File: src/rtl/pipe_pkg.sv
// Shared definitions for the pipeline-stage buffer: default field widths,
// the NOP instruction value and the default {pc, inst, bubble} entry layout.
package pipe_pkg;

    localparam int PC_W_DEF   = 16;
    localparam int INST_W_DEF = 16;

    localparam logic [INST_W_DEF-1:0] NOP_INST_DEF = '0;

    typedef struct packed {
        logic [PC_W_DEF-1:0]   pc;
        logic [INST_W_DEF-1:0] inst;
        logic                  bubble;
    } entry_t;

endpackage

File: src/rtl/pipe_fifo_ctrl.sv
// Pointer, occupancy and handshake control for the pipeline-stage buffer.
// Flush outranks push and pop; a full buffer refuses pushes even when a pop
// happens in the same cycle, so in_ready depends only on registered count.
module pipe_fifo_ctrl #(
    parameter  int DEPTH = 4,
    localparam int PTR_W = $clog2(DEPTH),
    localparam int CNT_W = $clog2(DEPTH + 1)
) (
    input  logic             clk,
    input  logic             rst,
    input  logic             flush,
    input  logic             in_valid,
    input  logic             out_ready,
    output logic             in_ready,
    output logic             out_valid,
    output logic             push,
    output logic             pop,
    output logic [PTR_W-1:0] wr_ptr,
    output logic [PTR_W-1:0] rd_ptr,
    output logic [CNT_W-1:0] count
);

    localparam logic [CNT_W-1:0] FULL_CNT = CNT_W'(DEPTH);

    // Handshake qualifiers derived from registered occupancy only.
    always_comb begin
        in_ready  = (count != FULL_CNT);
        out_valid = (count != '0);
        push      = in_valid && in_ready && !flush;
        pop       = out_valid && out_ready && !flush;
    end

    // Pointers wrap naturally because DEPTH is a power of two.
    always_ff @(posedge clk or negedge rst) begin
        if (!rst) begin
            wr_ptr <= '0;
            rd_ptr <= '0;
            count  <= '0;
        end else if (flush) begin
            wr_ptr <= '0;
            rd_ptr <= '0;
            count  <= '0;
        end else begin
            if (push) wr_ptr <= wr_ptr + PTR_W'(1);
            if (pop)  rd_ptr <= rd_ptr + PTR_W'(1);
            case ({push, pop})
                2'b10:   count <= count + CNT_W'(1);
                2'b01:   count <= count - CNT_W'(1);
                default: count <= count;
            endcase
        end
    end

endmodule

File: src/rtl/pipe_stage_fifo.sv
// Elastic buffer between datapath stages (first user: IF->ID). Holds up to
// DEPTH {pc, inst, bubble} entries with show-ahead outputs; an empty buffer
// presents pc=0, inst=NOP_INST, bubble=0 regardless of stale storage.
module pipe_stage_fifo
    import pipe_pkg::*;
#(
    parameter  int                PC_W     = PC_W_DEF,
    parameter  int                INST_W   = INST_W_DEF,
    parameter  int                DEPTH    = 4,
    parameter  logic [INST_W-1:0] NOP_INST = INST_W'(NOP_INST_DEF),
    localparam int                PTR_W    = $clog2(DEPTH),
    localparam int                CNT_W    = $clog2(DEPTH + 1)
) (
    input  logic              clk,
    input  logic              rst,
    input  logic              flush,
    input  logic              in_valid,
    output logic              in_ready,
    input  logic [PC_W-1:0]   pc_in,
    input  logic [INST_W-1:0] inst_in,
    input  logic              bubble_in,
    output logic              out_valid,
    input  logic              out_ready,
    output logic [PC_W-1:0]   pc_out,
    output logic [INST_W-1:0] inst_out,
    output logic              bubble_out,
    output logic [CNT_W-1:0]  count
);

    typedef struct packed {
        logic [PC_W-1:0]   pc;
        logic [INST_W-1:0] inst;
        logic              bubble;
    } slot_t;

    slot_t            mem [DEPTH];
    slot_t            wr_slot;
    logic             push;
    logic             pop;
    logic [PTR_W-1:0] wr_ptr;
    logic [PTR_W-1:0] rd_ptr;

    pipe_fifo_ctrl #(
        .DEPTH (DEPTH)
    ) u_ctrl (
        .clk       (clk),
        .rst       (rst),
        .flush     (flush),
        .in_valid  (in_valid),
        .out_ready (out_ready),
        .in_ready  (in_ready),
        .out_valid (out_valid),
        .push      (push),
        .pop       (pop),
        .wr_ptr    (wr_ptr),
        .rd_ptr    (rd_ptr),
        .count     (count)
    );

    // Bubbles carry the NOP encoding so downstream never sees a stale opcode.
    always_comb begin
        wr_slot.pc     = pc_in;
        wr_slot.inst   = bubble_in ? NOP_INST : inst_in;
        wr_slot.bubble = bubble_in;
    end

    // Storage is never reset; validity is tracked entirely by count.
    always_ff @(posedge clk) begin
        if (push) mem[wr_ptr] <= wr_slot;
    end

    // Show-ahead head presentation, forced to idle values while empty.
    always_comb begin
        pc_out     = '0;
        inst_out   = NOP_INST;
        bubble_out = 1'b0;
        if (out_valid) begin
            pc_out     = mem[rd_ptr].pc;
            inst_out   = mem[rd_ptr].inst;
            bubble_out = mem[rd_ptr].bubble;
        end
    end

endmodule

File: config.mk
export PLATFORM = sky130hd
export DESIGN_NAME = pipe_stage_fifo
export DESIGN_NICKNAME = d
export VERILOG_FILES = /design/src/rtl/pipe_pkg.sv /design/src/rtl/pipe_fifo_ctrl.sv /design/src/rtl/pipe_stage_fifo.sv
export SDC_FILE = /design/constraint.sdc
export NUM_CORES = 1
export LEC_CHECK = 0
export ABC_AREA = 0
export BUFFER_PORTS_ARGS = -buffer_cell sky130_fd_sc_hd__clkbuf_2
export CAP_MARGIN = 10
export CORE_MARGIN = 2
export CORE_UTILIZATION = 45
export DETAILED_ROUTE_END_ITERATION = 8
export GPL_TIMING_DRIVEN = 0
export PLACE_DENSITY_LB_ADDON = 0.3
export SLEW_MARGIN = 20
export SYNTH_ARGS = -nofsm -noshare
export SYNTH_HDL_FRONTEND = slang
export SYNTH_SLANG_ARGS = --single-unit
File: constraint.sdc
create_clock -name clk -period 3.97 [get_ports clk]
set_input_delay 0.794 -clock clk [delete_from_list [all_inputs] [get_ports clk]]
set_output_delay 0.794 -clock clk [all_outputs]
set_load 0.01 [all_outputs]
== Yosys cells after proc, flatten, opt, wreduce, memory -nomap -nowiden ==
Memory sizes are Yosys's and may differ from the RTL's.
Index checks and enable logic that the tools add are counted.

* Register bits after elaboration: 7
* RAM bits: 132
* Bits of input ports: 38
* Word-level logic and storage cells: 32
* Memories: 1

{| class="wikitable"
|+ Memory list
! memory !! depth !! bits a word !! rd ports !! clocked after memory_dff !! write ports !! RTL line !! source
|-
| mem || 4 || 33 || 1 || 0 || 1 || pipe_stage_fifo.sv:36 || <nowiki>slot_t mem [DEPTH];</nowiki>
|}

* $add $sub $neg: 4
* Eq/ne operators: 3
* Muxes and demuxes: 12
* Reductions and logical operators: 9

{| class="wikitable"
|+ Operators by type and width
! kind !! number
|-
| $mux W16 || 3
|-
| $mux W2 || 4
|-
| $pmux W3 S2 || 1
|-
| $reduce_bool A3 Y1 || 2
|-
| $add A2 B1 Y2 const B || 2
|-
| $logic_and A1 B1 Y1 || 4
|-
| $reduce_bool A2 Y1 || 2
|-
| $add A3 B1 Y3 const B || 1
|-
| $mux W1 || 3
|-
| $mux W3 || 1
|-
| $ne A3 B3 Y1 const B || 1
|-
| $sub A3 B1 Y3 const B || 1
|-
| $eq A2 B1 Y1 const B || 1
|-
| $eq A2 B2 Y1 const B || 1
|-
| $logic_not A1 Y1 || 1
|}

== Depth between registers and ports, before layout ==
* Word-level depth: 6
* Gate-level depth with buffers: 8
* Mapped depth without buffers: 7

== By module ==
Synthesis repeated with hierarchy kept, for this count alone.

* Cells, all modules: 326
* Area total of the unflattened synthesis: 5627.9 µm²

{| class="wikitable"
|+ Modules (own cells, without submodules)
! module !! times used !! cells each !! area each (µm²)
|-
| pipe_stage_fifo || 1 || 270 || 5128.7
|-
| pipe_fifo_ctrl || 1 || 56 || 499.2
|}

== Worst setup path after synthesis ==
No wires, ideal clock.

* Path kind: input-to-reg
* Start: input flush
* End: memory mem[0][0] (netlist name) (enable)
* Setup time: 0.393 ns
* Arrival: 2.033 ns
* Data required time: 3.577 ns
* Slack: 1.544 ns
* Cell stages on the path: 3
* Path buffers: 1
* Cells stage by stage: buf_1 and3b_1 and2_1

* Word-level cells in the longest chain between the ends: 4

{| class="wikitable"
|+ RTL lines
! what !! RTL line !! source
|-
| start: declaration || pipe_stage_fifo.sv:16 || <nowiki>input logic flush,</nowiki>
|-
| $logic_not A1 Y1 || pipe_fifo_ctrl.sv:29 || <nowiki>push = in_valid && in_ready && !flush;</nowiki>
|-
| $logic_and A1 B1 Y1 || pipe_fifo_ctrl.sv:29 ||
|-
| $mux W1 || pipe_stage_fifo.sv:69 || <nowiki>if (push) mem[wr_ptr] <= wr_slot;</nowiki>
|-
| $mux W1 (not written as such) || pipe_stage_fifo.sv:69 ||
|-
| end: declaration || pipe_stage_fifo.sv:36 ||
|}

No other way between the ends.

== Worst setup path after layout ==
* Start: register u_ctrl.count[0]
* End: output inst_out[12]

* Word-level cells in the longest chain between the ends: 2

{| class="wikitable"
|+ RTL lines
! what !! RTL line !! source
|-
| start: declaration || pipe_fifo_ctrl.sv:20 || <nowiki>output logic [CNT_W-1:0] count</nowiki>
|-
| start signal: assignment || pipe_fifo_ctrl.sv:47 || <nowiki>2'b10: count <= count + CNT_W'(1);</nowiki>
|-
| start signal: assignment || pipe_fifo_ctrl.sv:48 || <nowiki>2'b01: count <= count - CNT_W'(1);</nowiki>
|-
| start signal: assignment || pipe_fifo_ctrl.sv:49 || <nowiki>default: count <= count;</nowiki>
|-
| $reduce_bool A3 Y1 || pipe_fifo_ctrl.sv:28 || <nowiki>out_valid = (count != '0);</nowiki>
|-
| $mux W16 || pipe_stage_fifo.sv:77 || <nowiki>if (out_valid) begin</nowiki>
|-
| end: declaration || pipe_stage_fifo.sv:25 || <nowiki>output logic [INST_W-1:0] inst_out,</nowiki>
|}

No other way between the ends.

==> results.md <==
* Slew Viols, Final at 0
* Post-synth top area cell: edfxtp_1
* RSZ-0062 raised after global routing: false
* Synth Area per Inst at roughly 19 um^2
* Tcrit/Tclk final at between 70% and 80%
* Relative slew slack at roughly two thirds
* First-pass GRT wire length at ~16 mm
* DR vias/cell at between 5 and 6
* Synth top area share at 69.3%
* Net Count, Synth at approximately 340
* Most frequent cells in the layout: 132 x edfxtp_1, 74 x clkbuf_2, 33 x and2_1
* Most common cell after layout, fill and taps aside: edfxtp_1
* Worst Path Class, Setup: reg -> out
* Setup violators final at 0
* Synth cell types at 35
* Max Cap Violations at 0
* Core Util, Final at a little under three fifths
* First-pass DRT Iterations at 4
* Largest net degree at the start of global routing at 25
* Share of layout cells above drive strength 1 at between 30% and 40%
* CTS tree: done
* Total grt overflow at 0
* Synth area leaders: edfxtp_1 69%, mux4_2 11%, and2_1 4.0%, dfrtp_1 3.1%, mux4_1 2.3%
* Nets at between 400 and 500
* Drt total wl at 10.6 mm
* Core Region at 12,500 um^2
* Initial Utilization at approximately 46%
* Synthesized cell area at 5720 um^2
* Register area at roughly 4100 um^2
* ANT cells at 0
* Antenna violations before repair at 0
* Post-CTS Hold Buffers at 0
* Row cnt at between 40 and 50
* Maximum vdd drop at 0.293 mV
* Wire length per cell at approximately 19 um
* Final TNS setup at 0 ps
* Register area share after synthesis at approximately 72%
* Fin crit period at between 2000 and 3000 ps
* Maximum clock path buffer count at 2
* Kind of end point of the critical path: output port
* Max Freq at 339 MHz
* CP max FO at 10
* Post_cts resized at 0
* Clk_skew at roughly 5.1 ps
* Worst path arrival time at 2150 ps
* Area growth from synthesis to layout at 21.4%
* Clk_lat worst skew at between 400 and 500 ps
* Vias in the first global route at between 3,000 and 4,000
* Detailed placement HPWL at just under 7 mm
* Status: complete, no violations
* Worst Max-Slew Pin Slew at about 500 ps
* GPL Wtd Cong at between 0.7 and 0.8
* Remaining DRCs at 0
* Htree depth at 4
* CTS Buf Count at 17
* HP Class: in -> async
* Mapped Cells at about 300
* Clock root buffer: clkbuf_16
* Multi-input gate area at 1430 um^2
* Antenna-violating nets left at 0
* LEAKAGE at 0.00247 uW
* IO buf count at between 70 and 80
* Iteration-0 DRC Markers at 187
* Seq cells post-synth at 139
* Worst Path Required at approximately 3200 ps
* CTS sink count at roughly 140
* Fin. Hold Viols at 0
* Die ar. at between 10,000 and 15,000 um^2
* Synth warn at 0
* Global Route Usage Sum at between 10% and 20%
* Crit start category: flip-flop
* Ports at 76
* Worst-path clk slew at about 50 ps
* PD cells at around 520 nW/um^2
* Filler cells at ~990
* Setup bufs post-CTS at 0
* DR vias at between 2,000 and 3,000
* Height of the chip at between 100 and 150 um
* Die width at between 100 and 150 um
==> layout make-up <==
type	instances	share of cell area, %
clock buffer	21	6.34
clock inverter	9	1.44
tap	172	3.10
multi-input combinational	135	20.6
buffer	18	2.05
timing repair buffer	78	6.70
inverter	3	0.162
sequential	139	59.6
==> through the flow <==
stage | instance area, um^2 | hold WS, ps | instances | setup slack [ps] | total power (uW)
floorplan | 5720 | 498 | 295 | 1540 | 2040
global placement | 6300 | 562 | 541 | 743 | 2200
detailed placement | 6400 | 577 | 545 | 1410 | 2220
CTS | 6940 | 202 | 575 | 975 | 3670
global route | 6940 | 208 | 575 | 876 | 3780
finish | 6940 | 208 | 575 | 1020 | 3630
==> worst max-delay path, cell delays in order, from the launching register on <==
cell and delay [ps]:
dfrtp_1 420, buf_6 160, or3_1 350, buf_2 180, clkbuf_1 260, and2_1 240
clkbuf_2 130
==> registers in the layout (all words and copies together), names as in the netlist <==
register and cells:
mem 132, u_ctrl.count 3, u_ctrl.rd_ptr 2, u_ctrl.wr_ptr 2
==> routing by layer <==
metal,wire (um),part of all wire (%),up-vias,track usage [%]
met3,564,5.3,16,5.14
met4,209,2.0,0,7.29
met2,5310,50,96,28.1
met5,0,0,-,0
met1,4560,43,1505,21.6
li1,-,-,1351,-
==> power by group <==
part	leakage, uW	internal (uW)	switching [uW]
logic	0.000904	244	259
clock network	0.000264	909	542
registers	0.00130	1660	16.3
==> cells in the mapped netlist (all sizes together) <==
cell type and instances:
ha 4, buf 13, a21o 1, o21ai 2
nand3 4, nor2 6, fa 1, nand2b 1
and3b 1, or2b 1, clkbuf 5, o211ai 1
nor3b 2, inv 3, dfrtp 7, mux4 33
a32oi 1, o22ai 2, nor2b 16, or3b 1
edfxtp 132, and2 37, a31oi 1, a2111oi 2
a21oi 4, nand3b 1, or3 1, xnor2 1
nand2 8, xor2 3
==> logic make-up (layout without fill, tap and decap cells) <==
group / after synthesis / in the layout / synth area share (%)
muxes: 33 / 33 / 13.3
and+or+nand+nor: 79 / 79 / 8.16
xor gates and xnor gates: 4 / 4 / 0.613
adders and majority gates: 5 / 5 / 1.23
buffers and inverters: 21 / 129 / 2.69
AOI/OAI and AO/OA: 14 / 14 / 1.58
DFF: 139 / 139 / 72.4
==> final timing paths <==
check / end / cells after the start / slack, ps / start
max: inst_out[12] / 6 / 1020 / u_ctrl.count[0]$_DFFE_PN0P_
min: u_ctrl.count[1]$_DFFE_PN0P_ / 1 / 210 / rst
max reg2reg: u_ctrl.count[1]$_DFFE_PN0P_ / 7 / 1590 / u_ctrl.count[0]$_DFFE_PN0P_
min reg2reg: u_ctrl.wr_ptr[1]$_DFFE_PN0P_ / 2 / 580 / u_ctrl.wr_ptr[1]$_DFFE_PN0P_
max in group asynchronous: u_ctrl.wr_ptr[0]$_DFFE_PN0P_ / 1 / 3590 / rst
min in group clk: u_ctrl.wr_ptr[1]$_DFFE_PN0P_ / 2 / 580 / u_ctrl.wr_ptr[1]$_DFFE_PN0P_
No activity file was read; power rests on OpenSTA's default activity.
